`config.mk`:
```
export PLATFORM = sky130hd
export DESIGN_NAME = burst_req_gen
export DESIGN_NICKNAME = d
export VERILOG_FILES = /design/src/rtl/burst_pkg.sv /design/src/rtl/burst_len_calc.sv /design/src/rtl/burst_req_gen.sv
export SDC_FILE = /design/constraint.sdc
export NUM_CORES = 1
export LEC_CHECK = 0
export BUFFER_PORTS_ARGS = -buffer_cell sky130_fd_sc_hd__buf_2
export CAP_MARGIN = 20
export CORE_MARGIN = 5
export CORE_UTILIZATION = 50
export CTS_BUF_LIST = sky130_fd_sc_hd__clkbuf_16
export DETAILED_ROUTE_END_ITERATION = 10
export HOLD_SLACK_MARGIN = 0.05
export PLACE_DENSITY = 0.78
export SETUP_SLACK_MARGIN = 0.2
export SLEW_MARGIN = 5
export SYNTH_ARGS = -nofsm -noshare
export SYNTH_HDL_FRONTEND = slang
export SYNTH_SLANG_ARGS = --single-unit
```
`constraint.sdc`:
```
create_clock -name clk -period 10.16 [get_ports clk]
set_input_delay 1.016 -clock clk [delete_from_list [all_inputs] [get_ports clk]]
set_output_delay 1.016 -clock clk [all_outputs]
set_load 0.01 [all_outputs]
```
`src/rtl/burst_pkg.sv`:
```
// burst_pkg
// Shared types and defaults for the burst request generator slice.
//   addr_t         : 64-bit byte address
//   len_t          : 32-bit word count
//   burst_state_e  : control FSM states (IDLE, ISSUE, DRAIN, DONE)
//   BURST_MAX_DEFAULT / WORD_BYTES_DEFAULT : default parameter values
package burst_pkg;

  typedef logic [63:0] addr_t;
  typedef logic [31:0] len_t;

  typedef enum logic [1:0] {
    ST_IDLE,
    ST_ISSUE,
    ST_DRAIN,
    ST_DONE
  } burst_state_e;

  localparam int BURST_MAX_DEFAULT  = 10;
  localparam int WORD_BYTES_DEFAULT = 8;

endpackage

```
`src/rtl/burst_len_calc.sv`:
```
// burst_len_calc
// Purely combinational burst length for a given start address and the
// number of words still to request:
//   len = min(remaining, MAX_BURST, words left before the next boundary)
// Ports:
//   cur_addr  : in  64 - byte address of the next burst
//   remaining : in  32 - words not yet requested
//   len       : out 32 - words for the next burst (0 only when remaining is 0)
module burst_len_calc
  import burst_pkg::*;
#(
  parameter int MAX_BURST      = BURST_MAX_DEFAULT,
  parameter int WORD_BYTES     = WORD_BYTES_DEFAULT,
  parameter int BOUNDARY_BYTES = 4096
) (
  input  addr_t cur_addr,
  input  len_t  remaining,
  output len_t  len
);

  localparam addr_t BOUNDARY = addr_t'(BOUNDARY_BYTES);
  localparam addr_t WORD     = addr_t'(WORD_BYTES);
  localparam len_t  MAX_LEN  = len_t'(MAX_BURST);

  addr_t offset;
  addr_t to_boundary;

  // BOUNDARY_BYTES is a power of two, so the modulo is a simple mask.
  always_comb begin
    offset      = cur_addr & (BOUNDARY - 64'd1);
    to_boundary = (BOUNDARY - offset) / WORD;
    len         = remaining;
    if (len > MAX_LEN) begin
      len = MAX_LEN;
    end
    if (to_boundary < addr_t'(len)) begin
      len = len_t'(to_boundary);
    end
  end

endmodule

```
`src/rtl/burst_req_gen.sv`:
```
// burst_req_gen
// Splits one transfer command (base byte address + word count) into burst
// requests capped at MAX_BURST words that never cross a BOUNDARY_BYTES
// boundary, throttled so that no more than MAX_PENDING beats are outstanding.
// Ports:
//   clk, rst          : clock, asynchronous active-high reset
//   start             : command pulse, sampled in IDLE only
//   base_addr         : command byte address (WORD_BYTES aligned)
//   total_words       : command word count (0 legal)
//   busy, done, err   : status; done is a one-cycle pulse, err is sticky
//   req_valid/ready   : request handshake
//   req_addr, req_len : request address and word count (registered)
//   rsp_valid         : one returned data beat
module burst_req_gen
  import burst_pkg::*;
#(
  parameter int MAX_BURST      = BURST_MAX_DEFAULT,
  parameter int WORD_BYTES     = WORD_BYTES_DEFAULT,
  parameter int BOUNDARY_BYTES = 4096,
  parameter int MAX_PENDING    = 20
) (
  input  logic        clk,
  input  logic        rst,
  input  logic        start,
  input  logic [63:0] base_addr,
  input  logic [31:0] total_words,
  output logic        busy,
  output logic        done,
  output logic        err,
  output logic        req_valid,
  input  logic        req_ready,
  output logic [63:0] req_addr,
  output logic [31:0] req_len,
  input  logic        rsp_valid
);

  burst_state_e state;
  len_t         remaining;
  len_t         pending;

  addr_t nxt_addr;
  len_t  nxt_rem;
  len_t  nxt_len;
  len_t  nxt_pending;
  logic  hs;
  logic  beat;
  logic  stray;
  logic  misaligned;

  // req_addr doubles as the current-address register and req_len holds the
  // length for that address, so the length is computed from next-state
  // values and registered together with the address.
  burst_len_calc #(
    .MAX_BURST      (MAX_BURST),
    .WORD_BYTES     (WORD_BYTES),
    .BOUNDARY_BYTES (BOUNDARY_BYTES)
  ) u_len_calc (
    .cur_addr  (nxt_addr),
    .remaining (nxt_rem),
    .len       (nxt_len)
  );

  // Throttle: only offer a request whose beats fit under the pending cap.
  // Pending only falls while valid is high, so this never retracts.
  assign req_valid = (state == ST_ISSUE) &&
                     ({1'b0, pending} + {1'b0, req_len} <= 33'(MAX_PENDING));

  always_comb begin
    hs         = req_valid & req_ready;
    beat       = rsp_valid && (pending != '0);
    stray      = rsp_valid && ((pending == '0) || (state == ST_IDLE) || (state == ST_DONE));
    misaligned = (base_addr % addr_t'(WORD_BYTES)) != '0;
    nxt_addr   = req_addr;
    nxt_rem    = remaining;
    if (state == ST_IDLE && start) begin
      nxt_addr = base_addr;
      nxt_rem  = total_words;
    end else if (hs) begin
      nxt_addr = req_addr + addr_t'(req_len) * addr_t'(WORD_BYTES);
      nxt_rem  = remaining - req_len;
    end
    nxt_pending = pending + (hs ? req_len : '0) - len_t'(beat);
  end

  // Control FSM. done and busy are registered on the way out of DONE, so the
  // done pulse and busy falling land in the same cycle.
  always_ff @(posedge clk or posedge rst) begin
    if (rst) begin
      state     <= ST_IDLE;
      req_addr  <= '0;
      req_len   <= '0;
      remaining <= '0;
      pending   <= '0;
      busy      <= 1'b0;
      done      <= 1'b0;
      err       <= 1'b0;
    end else begin
      req_addr  <= nxt_addr;
      remaining <= nxt_rem;
      req_len   <= nxt_len;
      pending   <= nxt_pending;
      done      <= 1'b0;
      if (stray) begin
        err <= 1'b1;
      end
      case (state)
        ST_IDLE: begin
          if (start) begin
            busy <= 1'b1;
            err  <= misaligned | stray;
            if (misaligned || total_words == '0) begin
              state <= ST_DONE;
            end else begin
              state <= ST_ISSUE;
            end
          end
        end
        ST_ISSUE: begin
          if (hs && nxt_rem == '0) begin
            state <= ST_DRAIN;
          end
        end
        ST_DRAIN: begin
          if (nxt_pending == '0) begin
            state <= ST_DONE;
          end
        end
        ST_DONE: begin
          done  <= 1'b1;
          busy  <= 1'b0;
          state <= ST_IDLE;
        end
        default: state <= ST_IDLE;
      endcase
    end
  end

endmodule

```
* Word level (Yosys, flattened, before mapping) *
Index checks and enable logic that the tools add are counted.

cells by class
  $add $sub $neg = 6
  magnitude comparators = 3
  equal/unequal tests = 6
  multiplexer cells = 18
  bitwise logic cells = 2
  reductions and logical operators = 19

operator list
  kind                    number
  $mux 32                 5
  $logic_not 32->1        4
  $mux 64                 2
  $add 64x35->64          1
  $reduce_bool 64->1      1
  $lt 61x32->1            1
  $add 32x32->33          1
  $le 33x5->1 const B     1
  $add 32x32->32          1
  $gt 32x4->1 const B     1
  $reduce_bool 32->1      1
  $sub 32x1->32           1
  $sub 32x32->32          1
  $sub 13x12->14 const A  1
  $mux 2                  4
  $pmux 2 s4              1
  $logic_and 1x1->1       5
  $mux 1                  5
  $eq 2x2->1 const B      2
  $ne 2x2->1 const B      2
  $reduce_bool 2->1       2
  $logic_or 1x1->1        3
  $reduce_and 3->1        1
  $eq 2x1->1 const B      1
  other kinds (6)         6

word-level totals
  bits in registers = 165
  bits of input ports = 101
  output and inout port bits = 100

* Longest topological paths before layout *
  word-level depth = 10
  gate-level depth with buffers = 36
  depth with buffers taken out = 33

* Modules after synthesis *
Synthesis repeated with hierarchy kept, for this count alone.

unflattened totals
  cell total of the unflattened synthesis = 1,942
  area total of the unflattened synthesis = 15,733.8 sq um

modules (own cells, without submodules)
  module          times used  cells an instance  area each (sq um)  sequential area each (sq um)
  burst_req_gen   1           1,843              14,910.6           4,129.0
  burst_len_calc  1           99                 823.3              0.0

* Worst setup path after synthesis *
OpenSTA, ideal clock, no wires.

  kind = reg-to-reg
  from = reg req_len[0]
  to = reg state[1]
  library setup time = 0.079 ns
  arrival time = 8.086 ns
  required time = 10.081 ns
  path slack = 1.995 ns
  stages on the path, launching flop included = 32
  period minus slack after synthesis = 8.165 ns
  cell sequence = dfrtp_1 ha_1 fa_1 a211oi_2 o21ai_0 a21oi_2 a21oi_2 o311a_1 a2111oi_0 nand2b_1 nor4_1 and2_1 clkbuf_1 clkbuf_1 nand2_1 ha_1 inv_1 ha_1 or3_1 a211oi_1 nor2_1 xor2_1 nor4b_1 or4b_1 or4_1 or4_1 nor4_1 nand4b_1 or4_1 o41a_1 a221oi_4 mux2i_1

on the way
  word-level cells in the longest chain between the ends = 10
  elaborated cells on any way between the ends = 16
  classes of those cells = 4 x add/sub; 1 x order compare; 2 x eq/ne; 3 x mux; 1 x bitwise; 5 x reduce/logical

RTL lines
  what                        RTL line              RTL
  from (decl)                 burst_req_gen.sv:33   output logic [31:0] req_len,
  from (signal assigned)      burst_req_gen.sv:100  req_len <= nxt_len;
  $add 32x32->33              burst_req_gen.sv:66   ({1'b0, pending} + {1'b0, req_len} <= 33'(MAX_PENDING));
  $le 33x5->1                 burst_req_gen.sv:66
  $logic_and 1x1->1           burst_req_gen.sv:65   assign req_valid = (state == ST_ISSUE) &&
  via req_valid               burst_req_gen.sv:30   output logic req_valid,
  $and 1x1->1                 burst_req_gen.sv:69   hs = req_valid & req_ready;
  $mux 32                     burst_req_gen.sv:82   nxt_pending = pending + (hs ? req_len : '0) - len_t'(beat);
  $add 32x32->32              burst_req_gen.sv:82
  $sub 32x1->32               burst_req_gen.sv:82
  via nxt_pending[7]          burst_req_gen.sv:44   len_t nxt_pending;
  $logic_not 32->1            burst_req_gen.sv:124  if (nxt_pending == '0) begin
  $ne 2x2->1 (no line)        --
  $reduce_and 3->1 (no line)  --
  to (signal assigned)        burst_req_gen.sv:89   state <= ST_IDLE;
  to (signal assigned)        burst_req_gen.sv:125  state <= ST_DONE;
  to (signal assigned)        burst_req_gen.sv:131  state <= ST_IDLE;
  to (decl)                   burst_req_gen.sv:37   burst_state_e state;

The timed path passes the listed nets, and every way through them passes these cells.
A chain may end at the register's enable or synchronous reset.

* Worst setup path after layout *
  from = reg req_len[0]
  to = reg state[1]

on the way
  word-level cells in the longest chain between the ends = 10
  elaborated cells on any way between the ends = 16
  classes of those cells = 4 x add/sub; 1 x order compare; 2 x eq/ne; 3 x mux; 1 x bitwise; 5 x reduce/logical

RTL lines
  what                            RTL line
  $add 32x32->33                  burst_req_gen.sv:66
  $le 33x5->1                     burst_req_gen.sv:66
  $logic_and 1x1->1               burst_req_gen.sv:65
  $and 1x1->1                     burst_req_gen.sv:69
  $mux 32 (*)                     burst_req_gen.sv:82
  $add 32x32->32 (*)              burst_req_gen.sv:82
  $sub 32x1->32 (*)               burst_req_gen.sv:82
  via nxt_pending[8]              burst_req_gen.sv:44
  $logic_not 32->1 (*)            burst_req_gen.sv:124
  $ne 2x2->1 (no line) (*)        --
  $reduce_and 3->1 (no line) (*)  --

The timed path passes the listed nets; every way through them passes the cells marked *.

==> impl_metrics.json <==
{
  "dp_hpwl_um": 39800,
  "viasPerCell": 6.12,
  "cts_root_buf": "clkbuf_16",
  "drc": 0,
  "placementRows": 64,
  "path_max_fanout": 8,
  "synth_top_area_share_pct": 26.4,
  "synthTopCellsByCount": "229 x nand2_1, 180 x inv_1, 170 x ha_1",
  "slowest_stage": "or4b_1",
  "yosysWarnings": 0,
  "cp-startpoint": "req_len[0]",
  "grt_overflow_total": 0,
  "skew_ns": 0.00778,
  "syn2layout_area_growth_pct": 12.1,
  "yosysMostFrequentCell": "nand2_1",
  "die_w_um": 187,
  "syn_avg_cell_area_um2": 7.97,
  "fin_nets": 2421,
  "synthArstFlopShare_pct": 100,
  "drv_cap": 0,
  "die_area_um2": 34900,
  "cp_data_required_time_ns": 10.52,
  "yosys.area.top_type": "dfrtp_1",
  "syn_area_um2": 15600,
  "grt_max_degree": 104,
  "cp-end-kind": "flip-flop",
  "ant_nets": 0,
  "timing.final.crit_share_pct": 88.7,
  "crit_path_end": "state[1]",
  "ios": 201,
  "slew_viol_final": 0,
  "cts_resized": 0,
  "first_global_vias": 15149,
  "rsz0062_at_grt": "no",
  "p_per_area_nw_per_um2": 224,
  "synth-seq-cells": 165,
  "fin_crit_ns": 9.01,
  "postCtsSetupBuffers": 0,
  "synthFlopType": "dfrtp_1",
  "core-area_um2": 30700,
  "tightest_slew_ns": 1.00,
  "slowest_delay_ns": 0.56,
  "synth-edff-count": 0,
  "syn_inst": 1963,
  "status": "completed",
  "antenna_found_initial": 1,
  "leakage_nw": 8.70,
  "hold_class": "reg2reg",
  "die_y_um": 187,
  "holdBufCountCts": 0,
  "r2r_slack_ns": 1.15,
  "synth_seq_area_share_pct": 26.4,
  "start_util_pct": 50.9,
  "rr_startpoint": "req_len[0]",
  "htree_levels": 4,
  "wl_per_cell_um": 20.0,
  "cts_tree": "done",
  "cp.arrival_ns": 9.37,
  "max_freq_ghz": 0.111,
  "hold_viol_final": 0,
  "drt-pass1-iter-count": 5,
  "post_synth_num_cell_types": 99,
  "clk_latency_ns": 0.44,
  "n_antenna_cell": 0,
  "clkSlewWorstSetupHoldPaths_ns": 0.06,
  "synth.area.top_cells": "dfrtp_1 26%, ha_1 14%, nand2_1 5.5%",
  "startpoint_type": "flip-flop",
  "slew_headroom_pct": 33.1,
  "reg2reg_depth": 31,
  "gp_congestion": 0.976,
  "vias": 15626,
  "drt-initial-drc-count": 1455,
  "cts.path.max_buffers": 2,
  "routed_wl_um": 51000,
  "timing.rr.end": "state[1]",
  "io_buffers": 200,
  "gr-usage-all-layers_pct": 28.1,
  "post-route-util_pct": 57.0,
  "ir_drop_mv": 0.184,
  "cts.sink_count": 165,
  "fin_setup_tns_ns": 0,
  "numCtsBuffers": 17,
  "finalSetupViolations": 0,
  "critPathKind": "reg2reg",
  "grt_pass1_wl_um": 80500,
  "drive_gt1_share_pct": 13.6
}
-- critical path, delay by kind of cell, from the launching register on --
family	cells	cell delay, ns
muxes	1	0.21
AOI/OAI and AO/OA	10	2.97
xor gates and xnor gates	1	0.14
and+or+nand+nor	12	3.44
buffers and inverters	2	0.11
adders and majority gates	5	1.56
DFF	1	0.48
-- state kept, by name, summed over array words and instances (netlist names) --
register,flops
done,1
remaining,32
busy,1
pending,32
req_addr,64
req_len,32
state,2
err,1
-- worst min-delay path by stage --
stage / end / startpoint / cells after the start
2_1_floorplan: pending[0] / pending[0] / 1
3_3_place_gp: req_addr[0] / req_addr[0] / 2
3_5_place_dp: req_addr[0] / req_addr[0] / 2
4_1_cts: req_addr[2] / req_addr[2] / 2
5_1_grt: req_addr[0] / req_addr[0] / 2
6_report: req_addr[0] / req_addr[0] / 2
-- metal layers --
metal | GRT usage (%) | vias to the layer above | part of all wire, %
met4 | 12.1 | 2 | 4.6
met1 | 38.3 | 7371 | 43
met3 | 5.13 | 138 | 8.2
li1 | - | 7375 | -
met5 | 0 | - | 0.026
met2 | 44.1 | 740 | 44
-- per-stage QoR --
step	cells	worst slack (ns)	power [mW]	instance area [um2]	hold slack [ns]
2_1_floorplan	1989	1.99	2.65	15700	0.528
3_3_place_gp	2523	1.53	3.18	17000	0.488
3_5_place_dp	2523	1.21	3.22	17000	0.501
4_1_cts	2553	1.22	3.87	17500	0.518
5_1_grt	2553	0.549	4.20	17500	0.556
6_report	2553	1.15	3.92	17500	0.512
-- layout make-up --
class	count	area, um2
Timing Repair Buffer	205	1040
Clock buffer	17	425
Clock inverter	13	120
Tap cell	396	495
Inverter	181	684
Multi-Input combinational cell	1576	10600
Fill cell	2843	13200
Sequential cell	165	4130
-- power breakdown --
part           internal, mW  switching, mW  total, mW
sequential            0.752         0.0956      0.848
clock                 0.354          0.275      0.630
combinational         0.949           1.50       2.45
total                  2.06           1.87       3.92
-- kinds of logic (layout without fill, tap and decap cells) --
| kind of cell | Yosys count | in the layout | share of synthesized area (%) |
|---|---|---|---|
| XOR/XNOR | 120 | 120 | 6.77 |
| adder cells (fa/ha/maj) | 174 | 174 | 14.1 |
| buffers and inverters | 248 | 416 | 6.23 |
| AO/OA/AOI/OAI | 510 | 510 | 22.2 |
| AND/OR/NAND/NOR | 719 | 719 | 22.6 |
| other | 2 | 28 | 0.0480 |
| flip-flops | 165 | 165 | 26.4 |
| multiplexers | 25 | 25 | 1.65 |
-- layout by cell type (no fill, tap or decap), types with 10 or more instances in the layout --
cell	n
nand4_1	33
a21o_1	60
nand3_1	53
buf_2	200
clkbuf_16	17
a21oi_1	105
nor2b_1	11
mux2i_1	19
nand2b_1	23
nor4_1	25
nor2_1	165
a211o_1	11
nor3_1	53
and2_1	22
a211oi_1	14
and3_1	18
xnor2_1	74
o211ai_1	11
a31oi_1	65
o21bai_1	12
xor2_1	45
nand2_1	228
or2_2	14
inv_1	182
ha_1	170
conb_1	28
o21ai_0	100
o21a_1	26
or4_1	14
and4_1	10
or3_1	14
dfrtp_1	165
Note: power is estimated with default switching activity, not from simulation.
